**config.mk**
```make
export PLATFORM = sky130hd
export DESIGN_NAME = key_debounce_led
export DESIGN_NICKNAME = d
export VERILOG_FILES = /design/src/rtl/key_debounce_led.sv
export SDC_FILE = /design/constraint.sdc
export NUM_CORES = 1
export LEC_CHECK = 0
export CAP_MARGIN = 30
export CORE_ASPECT_RATIO = 0.8
export CORE_MARGIN = 3
export CORE_UTILIZATION = 60
export DETAILED_ROUTE_END_ITERATION = 16
export PLACE_DENSITY_LB_ADDON = 0.3
export SYNTH_ARGS = -nofsm -noshare
export SYNTH_HDL_FRONTEND = slang
export SYNTH_SLANG_ARGS = --single-unit
```
**constraint.sdc**
```tcl
create_clock -name clk -period 5.1 [get_ports clk]
set_clock_uncertainty 0.1 [all_clocks]
set_input_delay 1.02 -clock clk [delete_from_list [all_inputs] [get_ports clk]]
set_output_delay 1.02 -clock clk [all_outputs]
set_load 0.01 [all_outputs]
```
**src/rtl/key_debounce_led.sv**
```systemverilog
// key_debounce_led: multi-channel conditioner for active-low push buttons.
// Each channel synchronises its raw key, accepts a new level only after it
// has been seen on every one of CNT_MAX consecutive cycles, and drives a
// clean pressed level, one-cycle press/release pulses and an LED.
// All outputs come straight from flops, so no path runs from key to an output.
module key_debounce_led #(
  parameter int N       = 4,       // number of independent channels (1..16)
  parameter int CNT_MAX = 240000,  // stable cycles required before acceptance (>= 2)
  parameter int MODE    = 0        // 0: LED toggles per press, 1: LED follows key
) (
  input  logic         clk,
  input  logic         rst,
  input  logic [N-1:0] key,
  output logic [N-1:0] key_state,
  output logic [N-1:0] key_press,
  output logic [N-1:0] key_release,
  output logic [N-1:0] led
);

  // Counter only has to reach CNT_MAX-1, so $clog2(CNT_MAX) bits suffice.
  localparam int           CW       = $clog2(CNT_MAX);
  localparam logic [CW-1:0] CNT_LAST = CW'(CNT_MAX - 1);
  localparam logic [CW-1:0] CNT_ONE  = CW'(1);

  // Synchroniser and filter state, kept in raw (active-low) polarity.
  logic [N-1:0]  sync1_q;
  logic [N-1:0]  sync2_q;
  logic [N-1:0]  stable_q;
  logic [N-1:0]  stable_d;
  logic [CW-1:0] cnt_q [N];
  logic [CW-1:0] cnt_d [N];

  // Registered outputs, active-high.
  logic [N-1:0]  state_q;
  logic [N-1:0]  state_d;
  logic [N-1:0]  press_q;
  logic [N-1:0]  press_d;
  logic [N-1:0]  release_q;
  logic [N-1:0]  release_d;
  logic [N-1:0]  led_q;
  logic [N-1:0]  led_d;

  // Two-flop synchroniser; resets to the released level so no phantom press.
  always_ff @(posedge clk or posedge rst) begin
    if (rst) begin
      sync1_q <= '1;
      sync2_q <= '1;
    end else begin
      sync1_q <= key;
      sync2_q <= sync1_q;
    end
  end

  // Hold-time filter: a mismatch must persist for CNT_MAX samples to be taken.
  always_comb begin
    stable_d  = stable_q;
    press_d   = '0;
    release_d = '0;
    led_d     = led_q;
    for (int i = 0; i < N; i++) begin
      cnt_d[i] = '0;
      if (sync2_q[i] != stable_q[i]) begin
        if (cnt_q[i] == CNT_LAST) begin
          // Accept the new level; the pulse fires in the same cycle it lands.
          stable_d[i]  = sync2_q[i];
          press_d[i]   = ~sync2_q[i];
          release_d[i] = sync2_q[i];
          if (MODE == 0 && !sync2_q[i]) begin
            led_d[i] = ~led_q[i];
          end
        end else begin
          cnt_d[i] = cnt_q[i] + CNT_ONE;
        end
      end
      // Returning to the stable level leaves cnt_d at zero, discarding the glitch.
    end
    // key_state is taken from the next stable value so it moves with the pulse.
    state_d = ~stable_d;
    if (MODE != 0) begin
      led_d = state_d;
    end
  end

  // Filter state and hold counters.
  always_ff @(posedge clk or posedge rst) begin
    if (rst) begin
      stable_q <= '1;
      for (int i = 0; i < N; i++) begin
        cnt_q[i] <= '0;
      end
    end else begin
      stable_q <= stable_d;
      for (int i = 0; i < N; i++) begin
        cnt_q[i] <= cnt_d[i];
      end
    end
  end

  // Output registers; asynchronous reset forces every output low at once.
  always_ff @(posedge clk or posedge rst) begin
    if (rst) begin
      state_q   <= '0;
      press_q   <= '0;
      release_q <= '0;
      led_q     <= '0;
    end else begin
      state_q   <= state_d;
      press_q   <= press_d;
      release_q <= release_d;
      led_q     <= led_d;
    end
  end

  assign key_state   = state_q;
  assign key_press   = press_q;
  assign key_release = release_q;
  assign led         = led_q;

endmodule

```
==> results of run 1 <==
==> logic make-up after synthesis <==
| family | Yosys count | share of synthesized area (%) |
|---|---|---|
| compound gates | 19 | 2.87 |
| xor+xnor | 63 | 11.9 |
| fa+ha+maj | 4 | 1.08 |
| buf+inv | 21 | 1.95 |
| flops | 100 | 54.5 |
| mux | 9 | 2.06 |
| simple gates | 225 | 25.7 |
==> power groups by stage <==
stage | registers, mW | logic [mW] | clock network [mW]
2_1_floorplan | 0.830 | 0.0347 | 0
3_3_place_gp | 0.832 | 0.0468 | 0
3_5_place_dp | 0.833 | 0.0501 | 0
4_1_cts | 0.818 | 0.0505 | 0.468
5_1_grt | 0.820 | 0.0559 | 0.503
6_report | 0.818 | 0.0486 | 0.458
==> final cells by class <==
class,count,area [um^2],area share (%)
Inverter,13,51.3,1.00
Tap cell,101,126,2.47
Timing Repair Buffer,24,236,4.62
Clock buffer,10,138,2.69
Clock inverter,6,37.5,0.733
Sequential cell,100,2520,49.1
Multi-Input combinational cell,320,2020,39.4
==> per-stage QoR <==
stage / std cells / setup WS [ns]
global placement: 556 / 2.46
global route: 574 / 2.62
floorplan: 441 / 1.38
CTS: 574 / 2.67
detailed placement: 558 / 2.42
finish: 574 / 2.69
==> cells in the mapped netlist (all sizes together), types with 3 or more instances <==
library cell   n  area share [%]
a21oi          7            0.76
and3           9             1.2
and4           7             1.3
buf            5            0.65
clkbuf         3            0.24
dfrtp         88              48
dfstp         12             6.8
ha             4             1.1
inv           13             1.1
mux2           4            0.97
mux2i          5             1.1
nand2         24             1.9
nand2b         4            0.54
nand3         25             2.7
nand4         25             3.5
nand4b         3            0.57
nor2          75             6.1
nor3          14             1.5
nor3b          6            0.97
nor4          17             2.3
nor4b          3            0.70
o21ai          5            0.78
o31ai          3            0.60
or3            4            0.54
or4            5            0.97
xnor2         39             7.4
xor2          24             4.5
==> placed cells by master, fill, tap and decap left out, types with 5 or more instances in the layout <==
cell	count
and3_1	9
xor2_1	24
nor3_1	14
clkbuf_8	10
nor4_1	17
nand4_1	24
nand2_1	24
nor2_1	75
xnor2_1	39
clkdlybuf4s50_1	21
a21oi_1	7
nand3_1	25
mux2i_1	5
nor3b_1	6
and4_1	7
dfrtp_1	88
dfstp_2	12
inv_1	12
==> worst max path at each step <==
stage / slack (ns) / to / startpoint
5_1_grt: 2.62 / led[0] / led[0]
4_1_cts: 2.67 / led[0] / led[0]
3_5_place_dp: 2.42 / sync1_q[3] / rst
3_3_place_gp: 2.46 / stable_q[3] / rst
6_report: 2.69 / led[0] / led[0]
2_1_floorplan: 1.38 / cnt_q[0] / rst
==> routing by layer <==
metal | global-route usage [%] | up-vias | wire length (um)
met1 | 27.5 | 1607 | 3850
met4 | 4.47 | 0 | 55
li1 | - | 1603 | -
met2 | 32.6 | 81 | 4040
met3 | 5.84 | 4 | 399
met5 | 0 | - | 0
==> sequential cells by signal (all words and copies together), names as in the netlist <==
| register | cells |
|---|---|
| key_release | 4 |
| sync1_q | 4 |
| sync2_q | 4 |
| cnt_q | 72 |
| key_press | 4 |
| stable_q | 4 |
| led | 4 |
| key_state | 4 |
==> impl_metrics.py, run 1 <==
metrics = {
    "placement": {
        "routabilityCongestion": 0.808,
        "detailed_place.area_um2": 4950,
        "portBuffers": 21,
        "dp_hpwl_mm": 5.80,
    },
    "sta": {
        "holdWs_ns": 0.260,
        "totalNegativeSetupSlack_ns": 0,
        "grt_setup_unrepaired": "false",
        "slew_headroom_pct": 40.8,
        "clock.fmax_mhz": 415,
        "finalWorstPathRequiredPeriod_ns": 2.41,
        "worst_max_slew_pin_slew_ns": 0.888,
        "final_max_slew_viols": 0,
        "setup_viol": 0,
        "finalHoldViolCount": 0,
        "final.period_utilization_pct": 47.3,
    },
    "critical_path": {
        "worstPathRequired_ns": 3.98,
        "critPathSlowestCell": "clkdlybuf4s50_1",
        "worstPathCellList": "clkdlybuf4s50_1",
        "critPathCaptureType": "output port",
        "start_kind": "flip-flop",
        "r2r_end": "cnt_q[48]",
        "r2r_cells": 5,
        "regToRegStartpoint": "cnt_q[46]",
        "critPathTopFamily": "buffers and inverters",
        "critPathMaxFanout": 2,
        "worstSetupPathType": "reg2out",
        "critical_path_buf_inv_count": 1,
        "critical_path_depth": 1,
        "setup.reg_to_reg.worst_slack_ns": 2.87,
        "worstPathArrival_ns": 1.29,
        "cpPeakStageDelay_ns": 0.55,
    },
    "die": {
        "fp.dieH_um": 84.5,
        "floorplan.initialDensity_pct": 64.6,
        "die_span_in_x_um": 104,
        "row_count": 27,
        "design.core.area_um2": 7160,
        "total_die_area_um2": 8800,
        "io_pins": 22,
    },
    "synthesis": {
        "ys_async_rst_share_pct": 100,
        "dominantRegCellSynth": "dfrtp_1",
        "postSynthNetCount": 451,
        "synth_cells": 441,
        "synth_cell_type_count": 42,
        "fraction_of_the_yosys_area_taken_by_sequential_cells_pct": 54.5,
        "synth.yosys.warnings": 0,
        "ys_ff_latch": 100,
        "synthesized_area_per_cell_um2": 10.5,
        "synth.cell_area_um2": 4620,
        "synth_enable_flop_cells": 0,
    },
    "drt": {
        "remaining_antenna_violation_count_after_routing": 0,
        "drt_iter0_markers": 155,
        "via_count": 3295,
        "route.detailed.wl_per_inst_um": 14.5,
        "drc": 0,
        "firstDrtPassIters": 6,
        "route.final.wire_length_mm": 8.35,
        "via_per_inst": 5.74,
    },
    "global_routing": {
        "first_global_vias": 3147,
        "antenna_found_initial": 0,
        "grt_pass1_wl_mm": 14.6,
        "global_route.overflow_total": 0,
        "grt_max_degree": 78,
        "gr-usage-all-layers_pct": 20.2,
    },
    "clocking": {
        "clk_latency_ns": 0.36,
        "post_cts_hold_buffer_count": 0,
        "cts-resized-gates": 0,
        "post-cts-setup-buffers": 0,
        "clk_transition_reported_paths_ns": 0.10,
        "clock_tree_from_tritoncts": "built",
        "clock_tree.buffer_depth": 2,
        "htreeDepth": 3,
        "cts-root-buf": "clkbuf_8",
        "cts-buffers-inserted": 9,
        "cts_sinks": 100,
    },
    "finish": {
        "nNetsFinal": 478,
        "filler_cell_count": 534,
        "antenna_cells_inserted": 0,
        "layout-drive-gt1-share_pct": 9.51,
        "design_area_um2": 5120,
        "layout-area-overhead-vs-synth_pct": 10.8,
        "layout.core_utilization_pct": 71.5,
    },
    "power": {
        "power.density_nw_per_um2": 259,
        "pwr-share-clk_pct": 34.6,
        "internal_power_of_the_cells_mw": 1.01,
        "p_seq_share_pct": 61.7,
        "total_switching_power_mw": 0.311,
        "p_sw_share_pct": 23.5,
        "vdd_drop_max_v": 0.000165,
        "power.total_mw": 1.32,
        "power.share.combinational_pct": 3.7,
        "power.static_leakage_nw": 2.06,
    },
    "flow_run": {
        "cap_viol_max_count": 0,
    },
    "worst_hold_path": {
        "worst_hold_path_type": "reg2reg",
        "hold_path.startpoint": "sync1_q[3]",
        "hold-path-endpoint": "sync2_q[3]",
        "whs_path_depth": 0,
    },
    "outcome": {
        "run_status": "completed",
    },
}
No activity file was read; power rests on OpenSTA's default activity.
==> run 2: changes to the inputs <==
- clock period: 5.1 -> 2.24 ns (I/O delays scaled with it)
==> run 2 against run 1 <==
  * Final cell count is 1.6% higher
  * Via count increased by 1.0%
  * Hold slack worse by 0.0013 ns
  * Critical endpoint is now cnt_q[22]
  * Sequential share of layout area down 1.1 points
  * Global-route usage is 1.1 points higher
  * Combinational power grew 140%
  * Sequential power is 130% higher
  * Design area up 2.3%
  * Utilization up 1.6 points
  * Largest power group unchanged
  * Register-to-register slack got worse by 2.8 ns
==> impl_metrics.py, run 2 (synthesized netlist as in run 1, its figures left out) <==
metrics = {
    "finish": {
        "area_taken_by_multi_input_logic_gates_um2": 2020,
        "antenna_cells_inserted": 0,
        "post_layout_nonfiller_instances": 583,
        "layout-drive-gt1-share_pct": 11.0,
        "max_flop_register": "cnt_q",
        "layout_common_cells": "88 x dfrtp_1, 75 x nor2_1, 39 x xnor2_1",
        "ff_latch_area_um2": 2520,
        "nNetsFinal": 487,
        "final_common_cell": "dfrtp_1",
        "largest_register_ff_count": 72,
        "layout-area-overhead-vs-synth_pct": 13.3,
        "filler_cell_count": 528,
    },
    "critical_path": {
        "worstSetupPathType": "reg2reg",
        "critPathMaxFanout": 15,
        "r2r_cells": 4,
        "worstPathCellList": "or4_4 -> or4_4 -> o21ai_4 -> nor2_1",
        "critPathSlowestCell": "or4_4",
        "start_kind": "flip-flop",
        "r2r_end": "cnt_q[22]",
        "setup.reg_to_reg.worst_slack_ns": 0.1,
        "critPathCaptureType": "flip-flop",
        "crit_path_frequent_cell": "or4_4",
        "worstPathRequired_ns": 2.37,
        "worstPathArrival_ns": 2.28,
        "cpPeakStageDelay_ns": 0.51,
        "regToRegStartpoint": "cnt_q[27]",
    },
    "global_routing": {
        "gr-usage-all-layers_pct": 21.2,
        "grt_pass1_wl_mm": 15.2,
        "first_global_vias": 3310,
        "antenna_found_initial": 0,
        "global_route.overflow_total": 0,
        "grt_max_degree": 67,
    },
    "drt": {
        "via_count": 3329,
        "drt_iter0_markers": 151,
        "remaining_antenna_violation_count_after_routing": 0,
        "via_per_inst": 5.71,
        "route.detailed.wl_per_inst_um": 14.8,
        "route.final.wire_length_mm": 8.62,
        "firstDrtPassIters": 4,
        "drc": 0,
    },
    "clocking": {
        "post_cts_hold_buffer_count": 0,
        "cts-buffers-inserted": 9,
        "clock_tree_from_tritoncts": "built",
        "clock_tree.buffer_depth": 2,
        "post-cts-setup-buffers": 0,
        "clk_transition_reported_paths_ns": 0.09,
        "cts-root-buf": "clkbuf_8",
        "cts-resized-gates": 0,
        "htreeDepth": 3,
        "clk_latency_ns": 0.36,
        "cts_sinks": 100,
    },
    "sta": {
        "clock.fmax_mhz": 467,
        "slew_headroom_pct": 55.7,
        "totalNegativeSetupSlack_ns": 0,
        "holdWs_ns": 0.259,
        "final.period_utilization_pct": 95.6,
        "final_max_slew_viols": 0,
        "setup_viol": 0,
        "finalHoldViolCount": 0,
        "finalWorstPathRequiredPeriod_ns": 2.14,
        "grt_setup_unrepaired": "false",
        "worst_max_slew_pin_slew_ns": 0.659,
    },
    "placement": {
        "routabilityCongestion": 0.862,
        "portBuffers": 21,
        "dp_hpwl_mm": 6.05,
        "post-place-cells": 567,
    },
    "worst_hold_path": {
        "hold_path.startpoint": "sync1_q[2]",
        "whs_path_depth": 0,
        "hold-path-endpoint": "sync2_q[2]",
        "worst_hold_path_type": "reg2reg",
    },
    "flow_run": {
        "cap_viol_max_count": 0,
    },
    "die": {
        "design.core.area_um2": 7160,
        "io_pins": 22,
        "fp.dieH_um": 84.5,
        "row_count": 27,
        "die_span_in_x_um": 104,
        "total_die_area_um2": 8800,
        "floorplan.initialDensity_pct": 64.6,
    },
    "power": {
        "vdd_drop_max_v": 0.000588,
        "power.total_mw": 3.14,
        "power.static_leakage_nw": 2.10,
        "power.density_nw_per_um2": 600,
    },
    "outcome": {
        "run_status": "completed",
    },
}
[run 2: cell count changes in the layout (fill, tap and decap cells not counted), sizes merged]
cell and delta:
buf +9, clkinv -2, clkinvlp +2, inv -2, bufinv +1, clkbuf +1
[run 2: power breakdown]
group / switching, mW / internal, mW / total, mW
logic: 0.0742 / 0.0427 / 0.117
registers: 0.0272 / 1.83 / 1.86
clock network: 0.613 / 0.552 / 1.16
total: 0.714 / 2.43 / 3.14
[run 2: cell type report]
| cell class | instances | area share (%) |
|---|---|---|
| inverter | 13 | 1.00 |
| sequential | 100 | 48.1 |
| multi-input combinational | 320 | 38.5 |
| timing repair buffer | 33 | 6.21 |
| clock inverter | 5 | 1.15 |
| tap | 101 | 2.41 |
| clock buffer | 11 | 2.70 |
[run 2: worst max-delay path, delay by kind of cell (launching register included)]
family | cells | cell delay (ns)
simple gates | 3 | 1.09
compound gates | 1 | 0.36
flops | 1 | 0.46
[run 2: layer usage]
layer | global-route usage, % | vias up | part of all wire (%)
met3 | 5.46 | 13 | 3.8
met2 | 34.5 | 67 | 48
li1 | - | 1616 | -
met5 | 0 | - | 0
met1 | 28.1 | 1633 | 47
met4 | 7.37 | 0 | 1.5
[run 2: worst max path at each step]
stage                   start        end  slack [ns]  cells past startpoint
finish              cnt_q[27]  cnt_q[22]         0.1                      4
floorplan           cnt_q[32]  cnt_q[23]        0.23                      5
global route        cnt_q[27]  cnt_q[22]       0.003                      4
CTS                 cnt_q[27]  cnt_q[22]        0.09                      4
detailed placement  cnt_q[27]  cnt_q[22]        0.11                      4
global placement    cnt_q[27]  cnt_q[30]        0.18                      4
[run 2: metrics by stage]
stage	cell area [um^2]	setup WS (ns)	utilization [%]
6_report	5240	0.0976	73.1
5_1_grt	5240	0.00261	73.1
4_1_cts	5240	0.0927	73.1
3_5_place_dp	5040	0.108	70.3
2_1_floorplan	4630	0.230	-
3_3_place_gp	5040	0.175	70.3
==> run 3: changes to the inputs <==
- ABC_AREA: unset -> 1
==> run 3 against run 2 <==
  * Combinational power grew 6%
  * Hold slack better by 0.0045 ns
  * Wire length grew 13%
  * Final cell count increased by 37%
  * Design area grew 9.0%
  * Critical endpoint is now led[0]
==> impl_metrics.py, run 3 <==
metrics = {
    "synthesis": {
        "synth.yosys.warnings": 0,
        "fraction_of_the_yosys_area_taken_by_sequential_cells_pct": 49.3,
        "synth.cell_area_um2": 5100,
        "synth_cell_type_count": 29,
        "postSynthNetCount": 662,
        "synthesized_area_per_cell_um2": 7.83,
        "synth_top_cell_by_area": "dfrtp_1",
        "ys_ff_latch": 100,
        "synthMostInstantiatedCell": "nor2_1",
        "dominantRegCellSynth": "dfrtp_1",
        "synth.top_cells.by_count": "149 x nor2_1, 145 x nand2_1, 88 x dfrtp_1",
        "yosys-top-cells-area": "dfrtp_1 43%, nor2_1 11%, nand2_1 11%",
        "synth_enable_flop_cells": 0,
        "ys_async_rst_share_pct": 100,
        "post-synth-top-area-fraction_pct": 43.1,
        "synth_cells": 652,
    },
    "finish": {
        "layout-area-overhead-vs-synth_pct": 11.9,
        "antenna_cells_inserted": 0,
        "largest_register_ff_count": 72,
        "final_common_cell": "nor2_1",
        "max_flop_register": "cnt_q",
        "nNetsFinal": 695,
        "layout_common_cells": "149 x nor2_1, 145 x nand2_1, 88 x dfrtp_1",
        "layout-drive-gt1-share_pct": 11.0,
        "design_area_um2": 5710,
    },
    "critical_path": {
        "critPathTopFamily": "buffers and inverters",
        "worstPathCellList": "clkdlybuf4s50_1",
        "critical_path_buf_inv_count": 1,
        "cpPeakStageDelay_ns": 0.56,
        "critPathCaptureType": "output port",
        "worstSetupPathType": "reg2out",
        "worstPathRequired_ns": 1.69,
        "critPathMaxFanout": 3,
        "critPathSlowestCell": "clkdlybuf4s50_1",
        "worstPathArrival_ns": 1.34,
        "start_kind": "flip-flop",
    },
    "clocking": {
        "cts-resized-gates": 0,
        "cts_sinks": 100,
        "clock_tree.buffer_depth": 2,
        "clk_latency_ns": 0.37,
        "clk_transition_reported_paths_ns": 0.10,
        "post_cts_hold_buffer_count": 0,
        "post-cts-setup-buffers": 0,
        "cts-root-buf": "clkbuf_8",
        "clock_tree_from_tritoncts": "built",
        "htreeDepth": 3,
        "cts-buffers-inserted": 9,
    },
    "placement": {
        "portBuffers": 21,
        "detailed_place.area_um2": 5490,
        "dp_hpwl_mm": 7.24,
        "routabilityCongestion": 0.911,
    },
    "global_routing": {
        "first_global_vias": 3958,
        "global_route.overflow_total": 0,
        "grt_max_degree": 49,
        "grt_pass1_wl_mm": 17.2,
        "antenna_found_initial": 0,
        "gr-usage-all-layers_pct": 22.7,
    },
    "drt": {
        "drc": 0,
        "via_per_inst": 5.08,
        "via_count": 4053,
        "route.detailed.wl_per_inst_um": 12.2,
        "route.final.wire_length_mm": 9.74,
        "firstDrtPassIters": 4,
        "drt_iter0_markers": 276,
        "remaining_antenna_violation_count_after_routing": 0,
    },
    "power": {
        "power.density_nw_per_um2": 570,
        "vdd_drop_max_v": 0.000698,
        "power.static_leakage_nw": 2.50,
        "power.total_mw": 3.25,
    },
    "die": {
        "row_count": 29,
        "io_pins": 22,
        "floorplan.initialDensity_pct": 63.1,
        "fp.dieH_um": 88.5,
        "design.core.area_um2": 8090,
        "total_die_area_um2": 9660,
        "die_span_in_x_um": 109,
    },
    "sta": {
        "setup_viol": 0,
        "clock.fmax_mhz": 530,
        "slew_headroom_pct": 65.2,
        "finalHoldViolCount": 0,
        "totalNegativeSetupSlack_ns": 0,
        "final_max_slew_viols": 0,
        "finalWorstPathRequiredPeriod_ns": 1.89,
        "grt_setup_unrepaired": "false",
        "worst_max_slew_pin_slew_ns": 0.519,
        "final.period_utilization_pct": 84.3,
    },
    "worst_hold_path": {
        "worst_hold_path_type": "reg2reg",
    },
    "outcome": {
        "run_status": "completed",
    },
    "flow_run": {
        "cap_viol_max_count": 0,
    },
}
[run 3: cell types whose count changed in the layout (fill, tap and decap cells not counted), moves of 6 or more]
cell / before / now
nand2_1: 24 / 145
and3_1: 9 / 3
nor4_1: 17 / 0
xnor2_1: 39 / 10
nor2_4: 0 / 8
nand3_1: 25 / 32
nor2_1: 75 / 149
inv_1: 12 / 86
nand4_1: 24 / 9
nor2_2: 0 / 16
buf_4: 10 / 2
and4_1: 7 / 0
nand2_2: 0 / 12
[run 3: final timing paths]
path | cells past startpoint | endpoint | from | slack [ns]
setup / recovery | 1 | led[0] | led[0] | 0.35
hold / removal | 0 | sync2_q[2] | sync1_q[2] | 0.26
setup reg to reg | 7 | cnt_q[48] | cnt_q[36] | 0.60
hold reg to reg | 0 | sync2_q[2] | sync1_q[2] | 0.26
max in group asynchronous | 3 | sync2_q[2] | rst | 1.08
min in group asynchronous | 2 | cnt_q[66] | rst | 0.34
[run 3: metrics by stage]
step                      hold slack (ns)  setup WS [ns]  std cells  util, %
after floorplan                     0.245          0.512        652        -
after global placement              0.249          0.668        782     67.8
after detailed placement            0.247          0.622        782     67.8
after CTS                           0.264          0.335        798     70.6
after global routing                0.269          0.292        798     70.6
final                               0.263          0.352        798     70.6
[run 3: cell type report]
type / count / area [um^2]
Clock buffer: 10 / 138
Clock inverter: 6 / 86.3
Fill cell: 625 / 2380
Inverter: 91 / 350
Multi-Input combinational cell: 458 / 2220
Sequential cell: 100 / 2520
Tap cell: 108 / 135
Timing Repair Buffer: 25 / 265
[run 3: logic make-up after synthesis]
| logic type | Yosys count | synth area share (%) |
|---|---|---|
| XOR/XNOR | 32 | 5.49 |
| AND/OR/NAND/NOR | 403 | 34.9 |
| adder cells (fa/ha/maj) | 4 | 0.981 |
| buffers and inverters | 94 | 7.18 |
| flip-flops | 100 | 49.3 |
| AO/OA/AOI/OAI | 19 | 2.08 |
[run 3: where the power goes]
group          switching, mW  internal [mW]  total (mW)  leakage, nW
Sequential            0.0166           1.83        1.85         1.32
Clock                  0.619          0.659        1.28        0.113
Combinational         0.0853         0.0391       0.124         1.06
Total                  0.721           2.53        3.25         2.50
[run 3: layer usage]
layer  vias up  part of all wire (%)  GRT usage [%]
li1       2063                     -              -
met1      1911                    48           28.6
met2        67                    48           39.3
met3        12                   3.9           6.49
met4         0                  0.89           4.93
met5         -                     0              0
